File: config.mk
export PLATFORM = sky130hd
export DESIGN_NAME = calc_bcd_serie
export DESIGN_NICKNAME = d
export VERILOG_FILES = /design/src/rtl/calc_pkg.sv /design/src/rtl/bcd_digit_add.sv /design/src/rtl/calc_bcd_serie.sv
export SDC_FILE = /design/constraint.sdc
export NUM_CORES = 1
export LEC_CHECK = 0
export CAP_MARGIN = 10
export CORE_MARGIN = 4
export CORE_UTILIZATION = 35
export CTS_BUF_LIST = sky130_fd_sc_hd__clkbuf_8
export CTS_CLUSTER_SIZE = 25
export DETAILED_ROUTE_END_ITERATION = 7
export GPL_TIMING_DRIVEN = 0
export PLACE_DENSITY = 0.6
export SLEW_MARGIN = 20
export SYNTH_ARGS = -nofsm -noshare
export SYNTH_HDL_FRONTEND = slang
export SYNTH_SLANG_ARGS = --single-unit
File: constraint.sdc
create_clock -name clk -period 5.2 [get_ports clk]
set_input_delay 1.56 -clock clk [delete_from_list [all_inputs] [get_ports clk]]
set_output_delay 1.56 -clock clk [all_outputs]
set_load 0.005 [all_outputs]
File: src/rtl/calc_pkg.sv
// calc_pkg: key codes, FSM/op encodings and BCD digit type for the serial BCD calculator.
package calc_pkg;
    typedef logic [3:0] bcd_t;
    localparam bcd_t K_ADD = 4'hA;
    localparam bcd_t K_SUB = 4'hB;
    localparam bcd_t K_CLR = 4'hC;
    localparam bcd_t K_EQ  = 4'hD;
    typedef enum logic [2:0] {ENTRY_A, ENTRY_B, CALC, NEG, SHOW} state_t;
    typedef enum logic {ADD, SUB} op_t;
    function automatic bcd_t nines(input bcd_t d);
        return 4'd9 - d;
    endfunction
endpackage

File: src/rtl/bcd_digit_add.sv
// bcd_digit_add: one-digit BCD adder a+b+cin with decimal correction.
module bcd_digit_add
    import calc_pkg::*;
(
    input  bcd_t a_i,
    input  bcd_t b_i,
    input  logic cin_i,
    output bcd_t sum_o,
    output logic cout_o
);
    logic [4:0] s;
    assign s      = {1'b0, a_i} + {1'b0, b_i} + {4'b0, cin_i};
    assign cout_o = s > 5'd9;
    assign sum_o  = cout_o ? 4'(s - 5'd10) : s[3:0];
endmodule

File: src/rtl/calc_bcd_serie.sv
// calc_bcd_serie: NDIG-digit BCD add/subtract calculator core, one digit per clock,
// sign+magnitude results via a ten's-complement pass and overflow flag.
module calc_bcd_serie
    import calc_pkg::*;
#(
    parameter int NDIG     = 4,
    parameter bit WRAP_OVF = 1'b0
) (
    input  logic            clk,
    input  logic            rst,
    input  logic            key_valid,
    input  logic [3:0]      key_code,
    output logic            key_ack,
    output logic            busy,
    output logic            done,
    output logic [4*NDIG-1:0] disp_bcd,
    output logic            disp_neg,
    output logic            ovf
);
    localparam int W  = 4 * NDIG;
    localparam int IW = $clog2(NDIG);
    localparam int CW = $clog2(NDIG + 1);

    state_t state_q, state_d;
    op_t op_q, op_d;
    logic [W-1:0] cur_q, cur_d, opa_q, opa_d, opb_q, opb_d;
    logic [W-1:0] work_q, work_d, res_q, res_d, work_upd, cur_nines;
    logic [IW-1:0] idx_q, idx_d;
    logic [CW-1:0] cnt_q, cnt_d;
    logic carry_q, carry_d, ovf_q, ovf_d, neg_q, neg_d;
    logic ack_q, ack_d, done_q, done_d;
    bcd_t add_a, add_b, add_sum;
    logic add_cout, last;

    // NEG reuses the CALC adder: (9 - r) + 0 + carry gives the ten's complement digit-serially
    assign add_a = (state_q == NEG) ? nines(work_q[{idx_q, 2'b00} +: 4]) : opa_q[{idx_q, 2'b00} +: 4];
    assign add_b = (state_q == NEG) ? 4'd0 : opb_q[{idx_q, 2'b00} +: 4];
    assign last  = idx_q == IW'(NDIG - 1);

    bcd_digit_add u_add (
        .a_i   (add_a),
        .b_i   (add_b),
        .cin_i (carry_q),
        .sum_o (add_sum),
        .cout_o(add_cout)
    );

    always_comb begin
        work_upd = work_q;
        work_upd[{idx_q, 2'b00} +: 4] = add_sum;
        for (int i = 0; i < NDIG; i++) cur_nines[4*i +: 4] = nines(cur_q[4*i +: 4]);
    end

    always_ff @(posedge clk) begin
        if (rst) state_q <= ENTRY_A;
        else     state_q <= state_d;
    end

    always_comb begin
        state_d = state_q;
        op_d    = op_q;
        cur_d   = cur_q;
        cnt_d   = cnt_q;
        opa_d   = opa_q;
        opb_d   = opb_q;
        work_d  = work_q;
        res_d   = res_q;
        idx_d   = idx_q;
        carry_d = carry_q;
        ovf_d   = ovf_q;
        neg_d   = neg_q;
        ack_d   = 1'b0;
        done_d  = 1'b0;
        if (state_q == CALC || state_q == NEG) begin
            work_d  = work_upd;
            carry_d = add_cout;
            idx_d   = idx_q + 1'b1;
            if (last && state_q == NEG) begin
                res_d   = work_upd;
                neg_d   = 1'b1;
                state_d = SHOW;
                done_d  = 1'b1;
            end else if (last && op_q == ADD) begin
                ovf_d   = add_cout;
                res_d   = (add_cout && !WRAP_OVF) ? {NDIG{4'd9}} : work_upd;
                state_d = SHOW;
                done_d  = 1'b1;
            end else if (last && add_cout) begin
                res_d   = work_upd;
                state_d = SHOW;
                done_d  = 1'b1;
            end else if (last) begin
                idx_d   = '0;
                carry_d = 1'b1;
                state_d = NEG;
            end
        end else if (key_valid) begin
            if (key_code == K_CLR) begin
                state_d = ENTRY_A;
                op_d    = ADD;
                cur_d   = '0;
                cnt_d   = '0;
                opa_d   = '0;
                opb_d   = '0;
                work_d  = '0;
                res_d   = '0;
                idx_d   = '0;
                carry_d = 1'b0;
                ovf_d   = 1'b0;
                neg_d   = 1'b0;
                ack_d   = 1'b1;
            end else if (key_code <= 4'd9 && state_q == SHOW) begin
                cur_d   = W'(key_code);
                cnt_d   = CW'(1);
                ovf_d   = 1'b0;
                neg_d   = 1'b0;
                state_d = ENTRY_A;
                ack_d   = 1'b1;
            end else if (key_code <= 4'd9 && cnt_q != CW'(NDIG)) begin
                cur_d = {cur_q[W-5:0], key_code};
                cnt_d = cnt_q + 1'b1;
                ack_d = 1'b1;
            end else if ((key_code == K_ADD || key_code == K_SUB) && !(state_q == SHOW && neg_q)) begin
                op_d  = (key_code == K_SUB) ? SUB : ADD;
                ack_d = 1'b1;
                if (state_q != ENTRY_B) begin
                    opa_d   = (state_q == SHOW) ? res_q : cur_q;
                    cur_d   = '0;
                    cnt_d   = '0;
                    ovf_d   = 1'b0;
                    state_d = ENTRY_B;
                end
            end else if (key_code == K_EQ && state_q == ENTRY_B) begin
                opb_d   = (op_q == SUB) ? cur_nines : cur_q;
                idx_d   = '0;
                carry_d = op_q == SUB;
                state_d = CALC;
                ack_d   = 1'b1;
            end
        end
    end

    always_ff @(posedge clk) begin
        if (rst) begin
            op_q    <= ADD;
            cur_q   <= '0;
            cnt_q   <= '0;
            opa_q   <= '0;
            opb_q   <= '0;
            work_q  <= '0;
            res_q   <= '0;
            idx_q   <= '0;
            carry_q <= 1'b0;
            ovf_q   <= 1'b0;
            neg_q   <= 1'b0;
            ack_q   <= 1'b0;
            done_q  <= 1'b0;
        end else begin
            op_q    <= op_d;
            cur_q   <= cur_d;
            cnt_q   <= cnt_d;
            opa_q   <= opa_d;
            opb_q   <= opb_d;
            work_q  <= work_d;
            res_q   <= res_d;
            idx_q   <= idx_d;
            carry_q <= carry_d;
            ovf_q   <= ovf_d;
            neg_q   <= neg_d;
            ack_q   <= ack_d;
            done_q  <= done_d;
        end
    end

    always_comb begin
        busy     = state_q == CALC || state_q == NEG;
        key_ack  = ack_q;
        done     = done_q;
        disp_bcd = (state_q == ENTRY_A || state_q == ENTRY_B) ? cur_q : res_q;
        disp_neg = state_q == SHOW && neg_q;
        ovf      = state_q == SHOW && ovf_q;
    end
endmodule
# After elaboration in Yosys (flattened, before gate mapping)
# Index checks and enable logic that the tools add are counted.
[totals] output_inout_bits=21 register_bits=94 word_cells=193
[op_classes] n_reduce_logical=38 magnitude_cmp=2 mux=96 n_eq_ne=24 shift=5 n_bitwise=3 n_addsub=11
[op_table] cell="$mux W16" count=26
[op_table] cell="$mux W3" count=17
[op_table] cell="$shiftx A16 B5 Y4" count=3
[op_table] cell="$mux W1" count=38
[op_table] cell="$mux W2" count=11
[op_table] cell="$sub A4 B4 Y4 const A" count=5
[op_table] cell="$reduce_and A6 Y1" count=3
[op_table] cell="$bwmux W16" count=1
[op_table] cell="$eq A4 B4 Y1 const B" count=4
[op_table] cell="$reduce_bool A4 Y1" count=4
[op_table] cell="$shift A4 B6 Y16 const A" count=1
[op_table] cell="$shiftx A4 B6 Y16" count=1
[op_table] cell="$reduce_and A5 Y1" count=3
[op_table] cell="$mux W4" count=3
[op_table] cell="$ne A3 B3 Y1 const B" count=4
[op_table] cell="$reduce_bool A2 Y1" count=5
[op_table] cell="$logic_and A1 B1 Y1" count=9
[op_table] cell="$ne A2 B2 Y1 const B" count=4
[op_table] cell="$eq A3 B2 Y1 const B" count=2
[op_table] cell="$neg A4 Y6" count=1
[op_table] cell="$reduce_and A3 Y1" count=2
[op_table] cell="$reduce_bool A3 Y1" count=2
[op_table] cell="$add A4 B4 Y5" count=1
[op_table] cell="$add A5 B1 Y5" count=1
[op_table] cell="23 further kinds" count=28

# Longest topological paths before layout
[depth] depth_word=13 depth_mapped=19 depth_no_buf=16

# Modules after synthesis
# From an unflattened synthesis, not the netlist that was laid out.
[hier_totals] cells_unflattened=628 area_unflattened_um2=5361.4
[by_module_without_submodules] module="calc_bcd_serie" cells_per_inst=606 instances=1 area_each_um2=5149.9 seq_area_each_um2=1881.8
[by_module_without_submodules] module="bcd_digit_add" cells_per_inst=22 instances=1 area_each_um2=211.5 seq_area_each_um2=0.0

# Least setup slack after synthesis
# Ideal clock, no wire load.
[synth_path] path_kind="register to register" start="register idx_q[0]" end="register res_q[10]" path_buffers=2 setup_slack_ps=766 t_required_ps=5104 setup_time_ps=96 path_stages_with_launch=17 arrival_time_ps=4338 cell_sequence="dfxtp_1 buf_2 buf_1 mux4_2 nor2_1 a21oi_1 fa_1 inv_1 fa_1 inv_1 ha_1 nor2_1 and3_1 or4_4 a211oi_4 a32oi_2 o41ai_2"
[synth_via] elab_chain_cells=13
[synth_rtl] element="from (decl)" line="calc_bcd_serie.sv:28" source="logic [IW-1:0] idx_q, idx_d;"
[synth_rtl] element="from (signal assigned)" line="calc_bcd_serie.sv:166" source="idx_q <= idx_d;"
[synth_rtl] element="$shiftx A16 B5 Y4" line="calc_bcd_serie.sv:36" source="assign add_a = (state_q == NEG) ? nines(work_q[{idx_q, 2'b00} +: 4]) : opa_q[{idx_q, 2'b00} +: 4];"
[synth_rtl] element="$sub A4 B4 Y4" line="calc_pkg.sv:11" source="return 4'd9 - d;"
[synth_rtl] element="$mux W4" line="calc_bcd_serie.sv:36"
[synth_rtl] element="$add A4 B4 Y5" line="bcd_digit_add.sv:12" source="assign s = {1'b0, a_i} + {1'b0, b_i} + {4'b0, cin_i};"
[synth_rtl] element="$add A5 B1 Y5" line="bcd_digit_add.sv:12"
[synth_rtl] element="$sub A4 B4 Y4 or $gt A5 B4 Y1 (tied branches)" line="bcd_digit_add.sv:14, bcd_digit_add.sv:13"
[synth_rtl] element="$mux W4" line="bcd_digit_add.sv:14" source="assign sum_o = cout_o ? 4'(s - 5'd10) : s[3:0];"
[synth_rtl] element="$shiftx A4 B6 Y16" line="calc_bcd_serie.sv:50" source="work_upd[{idx_q, 2'b00} +: 4] = add_sum;"
[synth_rtl] element="$bwmux W16" line="calc_bcd_serie.sv:50"
[synth_rtl] element="$mux W16 (on tied branches)" line="calc_bcd_serie.sv:88, calc_bcd_serie.sv:85"
[synth_rtl] element="$mux W16" line="calc_bcd_serie.sv:83" source="end else if (last && op_q == ADD) begin"
[synth_rtl] element="$mux W16" line="calc_bcd_serie.sv:78" source="if (last && state_q == NEG) begin"
[synth_rtl] element="$mux W16" line="calc_bcd_serie.sv:74" source="if (state_q == CALC || state_q == NEG) begin"
[synth_rtl] element="to (signal assigned)" line="calc_bcd_serie.sv:165" source="res_q <= res_d;"
[synth_rtl] element="to (decl)" line="calc_bcd_serie.sv:27" source="logic [W-1:0] work_q, work_d, res_q, res_d, work_upd, cur_nines;"
# Parallel ways exist; a longest one is shown, timed or not. The select of a mux whose other input is x is not followed.
# A chain may end at the register's enable or synchronous reset.

# Worst setup path after layout
# Same ends and word-level chain as after synthesis.

==> impl_metrics.py <==
metrics = {
    "power": {
        "p_leak_nw": 2.10,
        "clock_power_share_pct": 31.5,
        "p_sw_share_pct": 33.1,
        "combPwrFrac_pct": 24.1,
        "ir_drop_v": 0.000172,
        "p_int_mw": 1.14,
        "power-per-cell-area_nw_per_um2": 284,
        "p_switching_mw": 0.563,
        "p_seq_share_pct": 44.3,
    },
    "synth": {
        "synthFlopType": "dfxtp_1",
        "syn_nets": 670,
        "async_flop_share_pct": 0,
        "syn_area_um2": 5280,
        "yosysTopAreaCell": "dfxtp_1",
        "syn_avg_cell_area_um2": 8.20,
        "synth_area_leaders": "dfxtp_1 (36%), a21oi_1 (8.0%), nand2_1 (5.4%), mux4_2 (5.1%), nor2_1 (4.8%)",
        "netlist.area_leader.share_pct": 35.6,
        "yosysSeqAreaShare_pct": 35.6,
        "synth-seq-cells": 94,
        "yosysWarningCount": 0,
        "synth_edf_count": 0,
        "yosys.cell_types.count": 62,
        "synth_cells": 644,
    },
    "timing": {
        "period_share_pct": 90.5,
        "rsz0062_at_grt": "false",
        "slew_violations": 0,
        "setup_viol": 0,
        "finalSetupTns_ns": 0,
        "relSlewSlack_pct": 44.5,
        "timing_worst_slew_pin_value_ns": 0.833,
        "hold_viol_final": 0,
        "fin_skew_ns": 0.0110,
        "layout_min_cycle_time_ns": 4.71,
        "fmax_mhz": 212,
    },
    "layout": {
        "fin_nets": 708,
        "instances_no_fill": 871,
        "syn2layout_area_growth_pct": 13.7,
        "diodes": 0,
        "nFillCells": 1530,
        "drive_gt1_share_pct": 10.5,
        "layout_common_cells": "dfxtp_1 (94), a21oi_1 (84), nand2_1 (76)",
        "layout_commonest_cell": "dfxtp_1",
    },
    "die": {
        "fp.dieH_um": 131,
        "io_pins": 28,
        "fp.dieW_um": 131,
        "core_um2": 14600,
        "initial_core_util_pct": 36.1,
        "rows": 44,
        "fp.dieArea_um2": 17100,
    },
    "detailed_routing": {
        "remaining_drc_errors": 0,
        "dr.first_iter.drc_count": 493,
        "wl_mm": 16.5,
        "avgRoutedWirePerCell_um": 19.0,
        "dr.pass1.iters": 5,
        "vias": 4913,
        "routed_via_density": 5.64,
        "antenna_left": 0,
    },
    "worst_setup_path": {
        "cp-start-kind": "flop",
        "cp-end-kind": "flop",
        "path_cells": "buf_2 > mux4_2 > inv_1 > ha_1 > mux2_2 > ha_1 > buf_6 > xnor2_1 > ha_1 > nor2_1 > and3_1 > or4_4 > a211oi_4 > a32oi_2 > o41ai_2",
        "cp_max_fo": 17,
        "critPathKind": "flop to flop",
        "worstPathRequired_ns": 5.50,
        "arrival_ns": 5.01,
        "crit_buf_inv": 3,
        "cp_top_family": "adder cells",
        "path_common_cell": "ha_1",
        "slowest_stage": "mux4_2",
        "cp_slowest_stage_delay_ns": 0.59,
    },
    "global_route": {
        "grt_pass1_vias": 4666,
        "grt_use_total_pct": 19.7,
        "grt_pass1_wl_mm": 25.7,
        "antenna_found_initial": 0,
        "grt_max_degree": 18,
        "globalRoute.totalOverflow": 0,
    },
    "cts": {
        "cts_made_buffers": 9,
        "cts_num_sinks": 94,
        "cts_root_buf": "clkbuf_8",
        "cts_tree": "built",
        "htreeDepth": 3,
        "insertion_delay_ns": 0.39,
        "clk_pin_slew_ns": 0.09,
        "clockBufferDepth": 2,
    },
    "flow_run": {
        "drv_cap": 0,
    },
    "placed_design": {
        "port-buffer-count": 27,
        "dp_hpwl_mm": 12.7,
        "gp_congestion": 0.914,
        "dpl.cell_count": 855,
    },
    "worst_hold_path": {
        "hold_class": "flop to flop",
    },
    "run_status": {
        "status": "finished, final reports clean",
    },
}
-- registers in the layout, indices dropped and copies added (netlist names) --
register / count
done: 1
neg_q: 1
opb_q: 16
state_q: 3
idx_q: 2
work_q: 16
key_ack: 1
cur_q: 16
res_q: 16
op_q: 1
opa_q: 16
carry_q: 1
ovf_q: 1
cnt_q: 3
-- path summary, 6_finish.rpt --
path | from | to | slack (ns) | cells past startpoint
setup / recovery | idx_q[0] | res_q[10] | 0.49 | 15
hold / removal | res_q[0] | res_q[0] | 0.46 | 2
hold reg to reg | res_q[0] | res_q[0] | 0.46 | 2
setup reg to reg | idx_q[0] | res_q[10] | 0.49 | 15
-- cells in the mapped netlist (14+ instances only) --
cell / instances
nor3_1: 35
nand3_1: 14
ha_1: 17
nor2_1: 67
o21ai_0: 32
mux2_2: 17
nand2_1: 76
dfxtp_1: 94
clkbuf_1: 25
inv_1: 27
mux2i_1: 16
a21oi_1: 84
-- final cells by class --
| cell class | instances | area [um2] | area share [%] |
|---|---|---|---|
| clock inverter | 7 | 91.3 | 1.52 |
| clock buffer | 9 | 124 | 2.06 |
| timing repair buffer | 28 | 278 | 4.63 |
| multi-input combinational | 480 | 3110 | 51.8 |
| inverter | 27 | 101 | 1.69 |
| sequential | 94 | 1880 | 31.4 |
| tap | 184 | 230 | 3.84 |
| buffer | 42 | 185 | 3.09 |
-- through the flow --
step	hold WS (ns)	total power, mW	setup WS, ns	utilization, %	cell area [um2]
after floorplan	0.428	1.05	0.766	-	5280
after global placement	0.454	1.18	-0.0905	39.5	5780
after detailed placement	0.450	1.18	-0.202	39.5	5780
after CTS	0.462	1.71	0.215	40.9	5990
after global routing	0.474	1.78	0.0625	41.0	6000
final	0.463	1.70	0.493	41.0	6000
-- logic make-up after synthesis --
logic type                 synth area share (%)
xor gates and xnor gates                   1.82
adders and majority gates                  4.79
muxes                                      11.8
DFF                                        35.6
buffers and inverters                      5.45
AOI/OAI and AO/OA                          18.4
and+or+nand+nor                            22.1
-- power groups by stage --
stage               clock, mW  sequential, mW  combinational [mW]
finish                  0.538           0.755               0.411
global route            0.574           0.757               0.446
CTS                     0.546           0.755               0.406
detailed placement          0           0.771               0.410
global placement            0           0.771               0.409
floorplan                   0           0.763               0.285
-- worst min-delay path, stage by stage (launching register included) --
cell     delay, ns
dfxtp_1       0.33
nand2_1       0.06
nand2_1       0.04
-- metal layers --
layer / vias up / global-route usage (%) / share of wire, %
li1: 2352 / - / -
met1: 2385 / 27.4 / 46
met2: 147 / 31.4 / 47
met3: 29 / 2.89 / 5.5
met4: 0 / 7.02 / 2.2
met5: - / 0 / 0
-- repair_timing --
action | 4_1_cts | 5_1_grt
resized for setup | 0 | 4
hold buffers | 0 | 0
setup buffers | 0 | 1
setup endpoints to repair | 16 | 11
pin swaps | 0 | 1
Note: power is estimated with default switching activity, not from simulation.
